### src/rtl/seq_pkg.sv
// Shared types and constants for the note sequencer.
// Provides the FSM state encoding, field widths, pattern entry layout and tempo clamp.
package seq_pkg;

    localparam int STEP_W  = 4;
    localparam int NOTE_W  = 4;
    localparam int ENTRY_W = 5;
    localparam int TEMPO_W = 16;

    typedef enum logic [1:0] {
        IDLE = 2'd0,
        PLAY = 2'd1,
        GAP  = 2'd2
    } state_t;

    typedef struct packed {
        logic              rest;
        logic [NOTE_W-1:0] note;
    } entry_t;

    // A step must leave at least one sounding tick ahead of the gap.
    function automatic logic [TEMPO_W-1:0] clamp_tempo(
        input logic [TEMPO_W-1:0] t,
        input logic [TEMPO_W-1:0] min_t
    );
        return (t < min_t) ? min_t : t;
    endfunction

endpackage

### src/rtl/seq_tick_div.sv
// Free-running clock divider producing the ~1 MHz voice enable tick.
// Ports: clk, rst_n (sync, active-low) in; tick out (one clk every CLK_DIV clks).
module seq_tick_div #(
    parameter int CLK_DIV = 26
) (
    input  logic clk,
    input  logic rst_n,
    output logic tick
);

    localparam int CW = $clog2(CLK_DIV);

    logic [CW-1:0] cnt;

    always_ff @(posedge clk) begin
        if (!rst_n) begin
            cnt  <= '0;
            tick <= 1'b0;
        end else if (cnt == CW'(CLK_DIV - 1)) begin
            cnt  <= '0;
            tick <= 1'b1;
        end else begin
            cnt  <= cnt + CW'(1);
            tick <= 1'b0;
        end
    end

endmodule

### src/rtl/note_sequencer.sv
// 16-step note sequencer: plays a stored pattern at a programmable tempo, emits note/gate/tick.
// Ports: clk, rst_n, start, stop, tempo[15:0], wr_en, wr_addr[3:0], wr_data[4:0] in;
//        tick, note_out[3:0], gate, step_idx[3:0], step_strobe, busy out.
// Build option: define SEQ_LOOP_EN to wrap from the last step back to step 0 instead of stopping.
module note_sequencer
    import seq_pkg::*;
#(
    parameter int CLK_DIV   = 26,
    parameter int STEPS     = 16,
    parameter int GAP_TICKS = 64
) (
    input  logic               clk,
    input  logic               rst_n,
    input  logic               start,
    input  logic               stop,
    input  logic [TEMPO_W-1:0] tempo,
    input  logic               wr_en,
    input  logic [STEP_W-1:0]  wr_addr,
    input  logic [ENTRY_W-1:0] wr_data,
    output logic               tick,
    output logic [NOTE_W-1:0]  note_out,
    output logic               gate,
    output logic [STEP_W-1:0]  step_idx,
    output logic               step_strobe,
    output logic               busy
);

    localparam int DEPTH = 2 ** STEP_W;
    localparam logic [TEMPO_W-1:0] MIN_TEMPO = TEMPO_W'(GAP_TICKS + 1);
    localparam logic [TEMPO_W-1:0] GAP_LEN   = TEMPO_W'(GAP_TICKS);
    localparam logic [STEP_W-1:0]  LAST      = STEP_W'(STEPS - 1);

    entry_t              pattern [DEPTH];
    state_t              state;
    logic [TEMPO_W-1:0]  count;
    logic [TEMPO_W-1:0]  tempo_eff;
    logic [STEP_W-1:0]   enter_step;
    entry_t              enter_ent;
    logic                step_done;
    logic                seq_end;

    seq_tick_div #(.CLK_DIV(CLK_DIV)) u_div (
        .clk   (clk),
        .rst_n (rst_n),
        .tick  (tick)
    );

`ifdef SEQ_LOOP_EN
    assign seq_end = 1'b0;
`else
    assign seq_end = (step_idx == LAST);
`endif

    assign step_done = (state == GAP) && tick
                     && (count == tempo_eff - TEMPO_W'(1));

    // Entry data with write-first bypass so a same-clk write is seen.
    always_comb begin
        enter_step = start ? '0 : ((step_idx + STEP_W'(1)) & LAST);
        enter_ent  = pattern[enter_step];
        if (wr_en && (wr_addr == enter_step))
            enter_ent = wr_data;
    end

    always_ff @(posedge clk) begin
        if (!rst_n) begin
            for (int i = 0; i < DEPTH; i++)
                pattern[i] <= '0;
        end else if (wr_en) begin
            pattern[wr_addr] <= wr_data;
        end
    end

    always_ff @(posedge clk) begin
        if (!rst_n) begin
            state       <= IDLE;
            count       <= '0;
            tempo_eff   <= '0;
            note_out    <= '0;
            gate        <= 1'b0;
            step_idx    <= '0;
            step_strobe <= 1'b0;
            busy        <= 1'b0;
        end else begin
            step_strobe <= 1'b0;
            if (stop) begin
                state <= IDLE;
                busy  <= 1'b0;
                gate  <= 1'b0;
            end else if (start || (step_done && !seq_end)) begin
                state       <= PLAY;
                step_idx    <= enter_step;
                count       <= '0;
                tempo_eff   <= clamp_tempo(tempo, MIN_TEMPO);
                note_out    <= enter_ent.note;
                gate        <= ~enter_ent.rest;
                step_strobe <= 1'b1;
                busy        <= 1'b1;
            end else if (step_done) begin
                state    <= IDLE;
                busy     <= 1'b0;
                gate     <= 1'b0;
                step_idx <= '0;
                count    <= '0;
            end else if (tick) begin
                unique case (state)
                    PLAY: begin
                        count <= count + TEMPO_W'(1);
                        if (count + TEMPO_W'(1) == tempo_eff - GAP_LEN) begin
                            state <= GAP;
                            gate  <= 1'b0;
                        end
                    end
                    GAP:     count <= count + TEMPO_W'(1);
                    default: ;
                endcase
            end
        end
    end

endmodule
### config.mk
export PLATFORM = sky130hd
export DESIGN_NAME = note_sequencer
export DESIGN_NICKNAME = d
export VERILOG_FILES = /design/src/rtl/seq_pkg.sv /design/src/rtl/seq_tick_div.sv /design/src/rtl/note_sequencer.sv
export SDC_FILE = /design/constraint.sdc
export NUM_CORES = 1
export LEC_CHECK = 0
export ABC_AREA = 1
export CAP_MARGIN = 15
export CORE_AREA = 2 2 119 121
export DETAILED_ROUTE_END_ITERATION = 16
export DIE_AREA = 0 0 121 123
export PLACE_DENSITY = 0.8
export SETUP_SLACK_MARGIN = 0.2
export SYNTH_ARGS = -nofsm -noshare
export SYNTH_HDL_FRONTEND = slang
export SYNTH_HIERARCHICAL = 1
export SYNTH_SLANG_ARGS = --single-unit
### constraint.sdc
create_clock -name clk -period 1.9 [get_ports clk]
set_input_delay 0.475 -clock clk [delete_from_list [all_inputs] [get_ports clk]]
set_output_delay 0.475 -clock clk [all_outputs]
set_load 0.02 [all_outputs]
==> metrics.cfg <==
[clocking]
cts_buffers = 17
htree_levels = 4
path_clk_slew_ps = 60
cts-root-buf = clkbuf_16
clockBufferDepth = 2
insertion_delay_ps = 430
cts_tree = built
clock_sinks = 131

[die]
die_area_mm2 = 0.01488
die_h_um = 123
core.rowCount = 43
die_w_um = 121
core_mm2 = 0.01361
ioPinCount = 42
start_util_pct = 53.00

[final_layout]
fin_util_pct = 75.83
n_antenna_cell = 0
final_nets = 1173
syn2layout_area_growth_pct = 43.06
drive_gt1_share_pct = 31.27
fillers = 865
final-seq-area_mm2 = 0.003442
multi_input_area_mm2 = 0.003806

[logic_synthesis]
avgSynthCellArea_um2 = 7.716
yosys-top-cells-area = edfxtp_1 (33%), dfxtp_1 (14%), nand2_1 (11%)
synthDistinctLibCells = 39
ys_async_sr_fraction_pct = 0
synth_top_cell_by_area = edfxtp_1
yosys.area.top_type_share_pct = 33.30
yosys_warnings = 6
synth_commonest_cells = nand2_1 (206), nor2_1 (204), edfxtp_1 (80)
ys_ff_latch = 131
yosysMostFrequentCell = nand2_1
synth_fp_nets = 973
postSynthCellCount = 935
yosysSeqAreaShare_pct = 47.45
synth_area_mm2 = 0.007214
synth_top_flop_cell = edfxtp_1
synth_edf_count = 80

[setup_path]
cpLargestDelayFamily = simple AND/OR/NAND/NOR gates
critPathKind = flop to flop
critPathMaxStageDelay_ps = 350
crit_chain = buf_6 -> nor2_4 -> nand2_4 -> nor2_4 -> nand3b_1 -> xor2_1 -> nor2_2 -> nand3_2 -> buf_6 -> nand3_2 -> nand2_1 -> inv_2 -> nand2_4 -> clkbuf_16 -> nand2_2 -> nand2_1 -> nor2_1
crit_required_ps = 2270
path_buf_inv = 4
critPathArrivalTime_ps = 2830
crit_path_start_kind = flop
critPathCaptureType = flop
slowest_stage = dfxtp_4
critPathMaxFanout = 7

[timing]
drv_slew = 0
setup_slack_ps = -565.5
rsz0062_at_grt = yes
post-route-period-util_pct = 129.8
fin_tns_setup_ps = -21060
min_period_ps = 2465
slew_headroom_pct = 63.08
worst_pin_slew_ps = 548.0
finalSetupViolCount = 45
max_freq_mhz = 405.6
final_hold_viol_count = 0
fin_skew_ps = 6.949

[power_and_ir_drop]
peakVddDrop_v = 0.0008292
cellPowerDensity_mw_per_mm2 = 792.7
p_leak_nw = 4.551

[status]
status = finished with violations
violations = setup timing

[global_route]
grt_overflow = 0
grt_max_degree = 30
grt_pass1_vias = 7030
antenna_found_initial = 0
grt_pass1_wl_um = 34150
grt_usage_pct = 30.05

[detailed_routing]
firstDrtPassIters = 6
vias = 7634
wl_per_cell_um = 18.14
drt_wl_total_um = 24090
final_antenna_net_count = 0
drc = 0
post_drt_via_cell_ratio = 5.748
drt_iter0_drc = 884

[placement]
gp_congestion = 0.9966
place_ws_ps = -580.7
portBuffers = 41
post-dp-hpwl_um = 15090

[worst_hold_path]
hp-class = flop to flop

[flow_run]
drv_cap = 0

-- worst reg2reg max path, stage by stage (launching register included) --
cell,delay (ps)
dfxtp_4,350
buf_6,120
nor2_4,140
nand2_4,90
nor2_4,170
nand3b_1,120
xor2_1,160
nor2_2,200
nand3_2,160
buf_6,160
nand3_2,50
nand2_1,60
inv_2,90
nand2_4,100
clkbuf_16,190
nand2_2,60
nand2_1,70
nor2_1,120
-- stage by stage --
step	instance area [um2]	std cells	hold WS, ps	total power [mW]
after floorplan	7421	935	445.2	4.031
after global placement	9075	1281	441.6	4.547
after detailed placement	9075	1281	451.6	4.578
after CTS	9883	1317	459.5	8.001
after global routing	10320	1328	482.9	8.405
final	10320	1328	459.3	8.181
-- cell families after synthesis --
group,synth area share [%]
simple gates,31.51
flops,47.45
buf+inv,6.590
compound gates,8.325
xor+xnor,4.735
fa+ha+maj,1.387
-- state kept, by name (all words and copies together) (netlist names), 2 cells and up --
| signal | flops |
|---|---|
| note_out | 4 |
| count | 16 |
| state | 2 |
| pattern | 80 |
| step_idx | 4 |
| tempo_eff | 16 |
| u_div/cnt | 5 |
-- report_power, final --
| part | switching (mW) | internal (mW) |
|---|---|---|
| clock | 1.32 | 2.09 |
| combinational | 0.860 | 0.637 |
| sequential | 0.105 | 3.17 |
| total | 2.29 | 5.89 |
-- placed cells by master, fill, tap and decap left out, drive strengths merged, types with 3 or more instances in the layout --
cell type and n:
nand3b 5, o221ai 9, or2 4, buf 171, dfxtp 51, clkbuf 25
clkinv 13, nor2 225, bufinv 3, clkdlybuf4s50 28, o22ai 10, nand2 214
dlygate4sd2 7, xor2 27, nand4 10, xnor2 12, nand3 60, edfxtp 80
a21oi 17, ha 8, o21ai 64, nor3 11, inv 78
-- worst paths after layout --
check                       startpoint                    end  slack (ps)  depth (start not counted)
max reg2reg  tempo_eff[1]$_SDFFE_PN0P_  count[3]$_SDFFE_PN0P_        -570                         17
min                  busy$_SDFFE_PP0P_      busy$_SDFFE_PP0P_         460                          2
min reg2reg          busy$_SDFFE_PP0P_      busy$_SDFFE_PP0P_         460                          2
max          tempo_eff[1]$_SDFFE_PN0P_  count[3]$_SDFFE_PN0P_        -570                         17
-- timing repair --
item | in CTS | in global routing
setup buffers | 3 | 6
hold buffers | 0 | 0
gates cloned | 1 | 5
resized for setup | 65 | 81
endpoints found under the setup margin | 57 | 89
endpoints found under the hold margin | 0 | 0
pin swaps | 21 | 23
-- area by class of cell --
cell class,instances,share of cell area [%]
flip-flops and latches,131,33.35
repair buffers,215,18.44
clock inverters,13,1.697
well taps,180,2.182
multi-input cells,688,36.88
clock buffers,19,4.194
inverters,82,3.261
-- metal layers --
metal	wire length, um	share of wire [%]	up-vias	track usage, %
li1	-	-	3461	-
met1	8501	35	3516	34.22
met2	11720	49	494	51.16
met3	2080	8.6	163	6.827
met4	1786	7.4	0	19.11
met5	0	0	-	0
Power figures use the tool's default switching activity.
